**src/rtl/icache_assoc.sv**
```systemverilog
// Instruction cache with 1- or 2-way set associativity, one word per line,
// blocking miss handling through a two-state IDLE/MISS controller.
module icache_assoc #(
    parameter int SETS = 16,
    parameter int WAYS = 2
) (
    input  logic        CLK,
    input  logic        nRST,
    input  logic        imemREN,
    input  logic [31:0] imemaddr,
    input  logic        invalidate,
    output logic        ihit,
    output logic [31:0] imemload,
    output logic        iREN,
    output logic [31:0] iaddr,
    input  logic        iwait,
    input  logic [31:0] iload
);

    localparam int IDX_W = $clog2(SETS);
    localparam int TAG_W = 30 - IDX_W;

    typedef enum logic {
        IDLE,
        MISS
    } state_t;

    state_t             state_q, state_d;
    logic [TAG_W-1:0]   miss_tag_q, miss_tag_d;
    logic [IDX_W-1:0]   miss_idx_q, miss_idx_d;
    logic [SETS-1:0]    valid_q [WAYS];
    logic [SETS-1:0]    valid_d [WAYS];
    logic [SETS-1:0]    lru_q, lru_d;
    logic [TAG_W-1:0]   tag_q   [WAYS][SETS];
    logic [31:0]        data_q  [WAYS][SETS];

    logic [IDX_W-1:0]   req_idx;
    logic [TAG_W-1:0]   req_tag;
    logic               hit_any;
    logic               hit_way;
    logic [31:0]        hit_data;
    logic               fill_way;
    logic               fill_en;
    logic               unused_offset;

    assign req_idx       = imemaddr[IDX_W+1:2];
    assign req_tag       = imemaddr[31:IDX_W+2];
    assign unused_offset = ^imemaddr[1:0];

    always_comb begin
        hit_any  = 1'b0;
        hit_way  = 1'b0;
        hit_data = 32'h0;
        for (int w = 0; w < WAYS; w++) begin
            if (valid_q[w][req_idx] && (tag_q[w][req_idx] == req_tag)) begin
                hit_any  = 1'b1;
                hit_way  = 1'(w);
                hit_data = data_q[w][req_idx];
            end
        end
    end

    // Descending scan so the lowest-numbered invalid way wins over the LRU choice.
    always_comb begin
        fill_way = (WAYS == 2) ? lru_q[miss_idx_q] : 1'b0;
        for (int w = WAYS - 1; w >= 0; w--) begin
            if (!valid_q[w][miss_idx_q]) begin
                fill_way = 1'(w);
            end
        end
    end

    assign ihit     = (state_q == IDLE) && imemREN && hit_any;
    assign imemload = ihit ? hit_data : 32'h0;
    assign iREN     = (state_q == MISS);
    assign iaddr    = iREN ? {miss_tag_q, miss_idx_q, 2'b00} : 32'h0;
    assign fill_en  = (state_q == MISS) && !iwait && !invalidate;

    always_comb begin
        state_d    = state_q;
        miss_tag_d = miss_tag_q;
        miss_idx_d = miss_idx_q;
        valid_d    = valid_q;
        lru_d      = lru_q;
        if (invalidate) begin
            state_d = IDLE;
            lru_d   = '0;
            for (int w = 0; w < WAYS; w++) begin
                valid_d[w] = '0;
            end
        end else begin
            case (state_q)
                IDLE: begin
                    if (imemREN) begin
                        if (hit_any) begin
                            if (WAYS == 2) begin
                                lru_d[req_idx] = ~hit_way;
                            end
                        end else begin
                            miss_tag_d = req_tag;
                            miss_idx_d = req_idx;
                            state_d    = MISS;
                        end
                    end
                end
                MISS: begin
                    if (!iwait) begin
                        for (int w = 0; w < WAYS; w++) begin
                            if (1'(w) == fill_way) begin
                                valid_d[w][miss_idx_q] = 1'b1;
                            end
                        end
                        if (WAYS == 2) begin
                            lru_d[miss_idx_q] = ~fill_way;
                        end
                        state_d = IDLE;
                    end
                end
            endcase
        end
    end

    always_ff @(posedge CLK or negedge nRST) begin
        if (!nRST) begin
            state_q    <= IDLE;
            miss_tag_q <= '0;
            miss_idx_q <= '0;
            lru_q      <= '0;
            for (int w = 0; w < WAYS; w++) begin
                valid_q[w] <= '0;
            end
        end else begin
            state_q    <= state_d;
            miss_tag_q <= miss_tag_d;
            miss_idx_q <= miss_idx_d;
            lru_q      <= lru_d;
            valid_q    <= valid_d;
        end
    end

    // Tag and data storage carry no reset; the valid bits alone qualify them.
    always_ff @(posedge CLK) begin
        for (int w = 0; w < WAYS; w++) begin
            if (fill_en && (1'(w) == fill_way)) begin
                tag_q[w][miss_idx_q]  <= miss_tag_q;
                data_q[w][miss_idx_q] <= iload;
            end
        end
    end

endmodule

```
**config.mk**
```make
export PLATFORM = sky130hd
export DESIGN_NAME = icache_assoc
export DESIGN_NICKNAME = d
export VERILOG_FILES = /design/src/rtl/icache_assoc.sv
export SDC_FILE = /design/constraint.sdc
export NUM_CORES = 2
export LEC_CHECK = 0
export CAP_MARGIN = 20
export CORE_MARGIN = 1
export CORE_UTILIZATION = 65
export CTS_BUF_LIST = sky130_fd_sc_hd__clkbuf_4 sky130_fd_sc_hd__clkbuf_8
export CTS_CLUSTER_DIAMETER = 150
export DETAILED_ROUTE_END_ITERATION = 16
export PLACE_DENSITY = 0.83
export SLEW_MARGIN = 5
export SYNTH_ARGS = -nofsm -noshare
export SYNTH_HDL_FRONTEND = slang
export SYNTH_SLANG_ARGS = --single-unit
```
**constraint.sdc**
```tcl
create_clock -name CLK -period 8 [get_ports CLK]
set_clock_uncertainty 0.05 [all_clocks]
set_input_delay 1.2 -clock CLK [delete_from_list [all_inputs] [get_ports CLK]]
set_output_delay 1.2 -clock CLK [all_outputs]
set_load 0.05 [all_outputs]
```
After elaboration in Yosys (flattened, before gate mapping)
Memories as Yosys holds them, arrays and structs flattened.
Index checks and enable logic that the tools add are counted.
W data, S select, Z words.
{ "classes": {"n_lt_le_gt_ge": 7, "eq_ne": 7, "n_mux": 68, "bitwise_logic": 9, "reduce_logical": 21} }
{ "ops": {"columns": ["cell", "count"], "rows": [
  ["$mux W512", 4],
  ["$mux W416", 4],
  ["$reduce_or A512 Y1", 1],
  ["$reduce_or A416 Y1", 1],
  ["$mux W32", 12],
  ["$bmux W32 S4", 2],
  ["$bmux W26 S4", 2],
  ["$mux W26", 5],
  ["$demux W32 S4", 1],
  ["$demux W26 S4", 1],
  ["$mux W16", 6],
  ["$eq A26 B26 Y1", 2],
  ["$bwmux W16", 2],
  ["$or A16 B16 Y16", 2],
  ["$pmux W16 S2", 1],
  ["$bmux W1 S4", 5],
  ["$mux W1", 20],
  ["$logic_and A1 B1 Y1", 11],
  ["$ge A5 B5 Y1 const B", 2],
  ["$lt A4 B5 Y1 const B", 2],
  ["$not A4 Y5", 2],
  ["$ne A3 B3 Y1 const B", 3],
  ["$reduce_and A3 Y1", 3],
  ["$demux W1 S4", 2],
  ["other kinds (8)", 16]
]} }
{ "word_totals": {"ff_bits": 79, "ramBits": 1856, "input_bits": 69, "out_inout_bits": 66, "elab_cells": 120, "memories": 2} }
{ "mem_list": {"columns": ["name", "words", "word_bits", "read_ports", "rd_ports_with_merged_regs", "wr", "line_no", "text"], "rows": [
  ["data_q", 2, 512, 2, 0, 1, "35", "logic [31:0] data_q [WAYS][SETS];"],
  ["tag_q", 2, 416, 2, 0, 1, "34", "logic [TAG_W-1:0] tag_q [WAYS][SETS];"]
]} }

Depth between registers and ports, before layout
{ "depth": {"depth_word": 13, "mapped_depth": 18, "depth_no_buf": 9} }

Worst setup path after synthesis
Ideal clock, no wire load.
{ "synth_timing": {"path_kind": "input -> output", "from": "in imemaddr[2]", "to": "out imemload[20]", "arrival_ns": 4.711, "slack_ns": 2.039, "stages": 14, "path_buffers": 5, "cell_sequence": "buf_6 buf_4 buf_2 mux4_2 o2bb2ai_1 nor4b_1 o22ai_1 or3_1 nor4_1 and4_1 buf_2 o21bai_2 buf_2 a21oi_1"} }
{ "synth_between": {"elab_chain_len": 10} }
{ "synth_lines": {"columns": ["item", "line_no", "text"], "rows": [
  ["from (decl)", "10", "input logic [31:0] imemaddr,"],
  ["$not A4 Y5 (implied by the code)", "55, 58", null],
  ["$bmux W26 S4", "55", "if (valid_q[w][req_idx] && (tag_q[w][req_idx] == req_tag)) begin"],
  ["$mux W26 (implied by the code) (2 in a row)", "55", null],
  ["$eq A26 B26 Y1", "55", null],
  ["$logic_and A1 B1 Y1", "55", null],
  ["$mux W1 (2 in a row)", "55", null],
  ["$logic_and A1 B1 Y1", "73", "assign ihit = (state_q == IDLE) && imemREN && hit_any;"],
  ["$mux W32 *", "74", "assign imemload = ihit ? hit_data : 32'h0;"],
  ["to (decl)", "13", "output logic [31:0] imemload,"]
]} }
Every way passes the cells marked *; elsewhere a longest branch is shown, timed or not. The select of a mux whose other input is x is not followed.

Final worst setup path
{ "layout_timing": {"from": "in imemaddr[2]", "to": "out imemload[19]"} }
Same word-level chain as after synthesis.

==> flow_metrics.py <==
metrics = {
    "status": {
        "status": "completed",
    },
    "cts": {
        "clk_pin_slew_ns": 0.06,
        "cts-htree-levels": 5,
        "clock_sink_count": 1935,
        "cts_buffer_depth": 4,
        "post_cts_resized": 0,
        "clock-root-buffer": "clkbuf_8",
        "hold_buffers": 1,
        "tritoncts": "built",
        "cts_buffers": 309,
        "post_cts_buffers": 0,
        "clk_latency_ns": 1.00,
    },
    "route": {
        "vias": 40700,
        "wl_um": 200000,
        "antenna_left": 0,
        "route.detailed.drc": 0,
        "viasPerCell": 7.11,
        "wl_per_cell_um": 35.0,
        "first_pass_iters": 14,
        "drt_iter0_drc": 6284,
    },
    "cells_and_area": {
        "nFillCells": 5991,
        "multiInputGateArea_sq_um": 18000,
        "final_cell_mix": "edfxtp_1 (1856), mux4_2 (485), clkbuf_8 (316)",
        "syn2layout_area_growth_pct": 12.7,
        "seq_area_sq_um": 57700,
        "num-nets-final": 4061,
        "layout_commonest_cell": "edfxtp_1",
        "drive_gt1_frac": 0.294,
    },
    "die": {
        "io_pins": 135,
        "die_w_um": 346,
        "die_y_um": 346,
        "die_area_sq_um": 120000,
        "start_util": 0.659,
        "num_rows": 125,
        "core_area_sq_um": 117000,
    },
    "power_and_ir_drop": {
        "power_leakage_nw": 28.1,
        "irDropWorstVdd_v": 0.000207,
        "power_density_nw_per_um2": 240,
    },
    "sta": {
        "min_period_over_period": 0.920,
        "hold_ws_ns": 0.451,
        "tightest_slew_ns": 1.20,
        "hold_viol": 0,
        "setup_viol": 0,
        "rsz0062_at_grt": "false",
        "tns_ns": 0,
        "drv_slew": 0,
        "fmax_mhz": 136,
        "relSlewSlack": 0.199,
        "min_period_ns": 7.36,
    },
    "run": {
        "max-cap-violations": 0,
    },
    "setup_path": {
        "worstSetupStartpointType": "primary input",
        "critPathKind": "in -> out",
        "cp.required_ns": 6.75,
        "critPathMaxFanout": 34,
        "cp-end-kind": "output pin",
        "worst_ep_arrival_time_ns": 6.11,
    },
    "global_routing": {
        "grt_max_degree": 113,
        "grt_overflow_total": 0,
        "antenna_found_initial": 10,
        "grt_pass1_wl_um": 284000,
        "track_usage": 0.339,
        "grt_pass1_vias": 41200,
    },
    "placed_design": {
        "portBuffers": 130,
        "gp_congestion": 0.936,
        "dp_hpwl_um": 114000,
    },
    "synth": {
        "ys.flop_type": "edfxtp_1",
        "ys_types": 82,
        "syn_area_per_cell_sq_um": 21.3,
        "synth-edff-count": 1856,
        "synthCells": 3611,
        "async_flop_share": 0.0408,
        "ys_ff_latch": 1935,
        "synth_area_sq_um": 76900,
        "yosysSeqAreaShare": 0.751,
        "yosysWarnings": 0,
    },
    "hold_path": {
        "min_path_type": "reg -> reg",
    },
}
-- flip-flops by register name (all words and copies together), names as in the netlist --
| name | cells |
|---|---|
| miss_tag_q | 26 |
| lru_q | 16 |
| tag_q | 832 |
| miss_idx_q | 4 |
| data_q | 1024 |
| valid_q | 32 |
| iREN | 1 |
-- Yosys cell counts, drive strengths merged (5+ instances only) --
cell,count,share of area
edfxtp,1856,0.73
mux4,492,0.14
mux2i,151,0.020
nor2,132,0.0064
buf,131,0.013
nand2,110,0.0054
dfrtp,79,0.026
clkbuf,73,0.0036
mux2,66,0.011
a21oi,54,0.0035
a22oi,42,0.0041
and2,39,0.0032
nand3,38,0.0025
xnor2,35,0.0040
inv,33,0.0016
o21ai,32,0.0021
o22ai,28,0.0025
a31oi,24,0.0021
nand2b,20,0.0016
a2111oi,17,0.0020
o21bai,17,0.0017
nor2b,16,0.0013
xor2,16,0.0018
a21o,8,0.00078
a211oi,7,0.00075
nor3,7,0.00060
nor4,7,0.00077
o211ai,7,0.00068
a22o,5,0.00057
and4,5,0.00057
o2bb2ai,5,0.00057
or3,5,0.00041
-- critical path, cell delays in order --
cell and delay, ns:
buf_8 0.30, buf_4 0.48, mux4_2 0.58, a2111o_1 0.43, a211oi_1 0.41, a22oi_1 0.30, and4bb_1 0.57, and2_2 0.59
o21bai_4 0.31, buf_12 0.26, a21oi_1 0.37, buf_12 0.19
-- per-stage QoR --
step           std cells  utilization  power (mW)  area [sq um]  worst slack (ns)
5_1_grt             5724        0.743        21.3         86600             0.626
3_5_place_dp        5190        0.691        13.0         80600             0.768
4_1_cts             5708        0.740        20.8         86300             0.747
6_report            5726        0.743        20.8         86600             0.636
3_3_place_gp        5186        0.690        12.9         80500             0.664
2_1_floorplan       3612            -        12.5         76900              2.04
-- area by class of cell --
class                      count  share of cell area
sequential                  1935               0.666
multi-input combinational   1438               0.208
clock buffer                 407              0.0580
timing repair buffer         273              0.0367
tap                         1524              0.0220
clock inverter               110             0.00737
inverter                      35             0.00157
antenna                        4            0.000116
-- path summary, 6_finish.rpt --
path / start / to / slack (ns) / depth (start not counted)
setup / recovery: imemaddr[2] / imemload[19] / 0.64 / 12
hold / removal: valid_q[3]$_DFFE_PN0P_ / valid_q[3]$_DFFE_PN0P_ / 0.45 / 2
setup reg to reg: miss_idx_q[1]$_DFFE_PN0P_ / tag_q[0][637]$_DFFE_PP_ / 3.19 / 5
hold reg to reg: valid_q[3]$_DFFE_PN0P_ / valid_q[3]$_DFFE_PN0P_ / 0.45 / 2
max in group asynchronous: nRST / miss_tag_q[10]$_DFFE_PN0P_ / 6.41 / 4
min in group asynchronous: nRST / miss_tag_q[24]$_DFFE_PN0P_ / 0.56 / 2
-- where the power goes --
group	leakage [nW]	switching [mW]	internal [mW]	total, mW
Clock	2.98	3.70	4.23	7.93
Combinational	7.37	0.794	0.524	1.32
Sequential	17.7	0.182	11.4	11.6
-- metal layers --
layer | routed length [um] | global-route usage | part of all wire
met5 | 72 | 0 | 0.00036
met4 | 10100 | 0.166 | 0.050
met3 | 27200 | 0.0809 | 0.14
met2 | 95500 | 0.526 | 0.48
met1 | 67500 | 0.459 | 0.34
-- logic make-up (layout without fill, tap and decap cells) --
logic type / Yosys count / in the layout / share of synthesized area
flip-flops: 1935 / 1935 / 0.751
other: 1 / 6 / 0.0000488
multiplexers: 709 / 709 / 0.175
XOR/XNOR: 51 / 51 / 0.00581
buffers and inverters: 239 / 825 / 0.0178
AO/OA/AOI/OAI: 279 / 279 / 0.0254
AND/OR/NAND/NOR: 397 / 397 / 0.0247
Note: power is estimated with default switching activity, not from simulation.
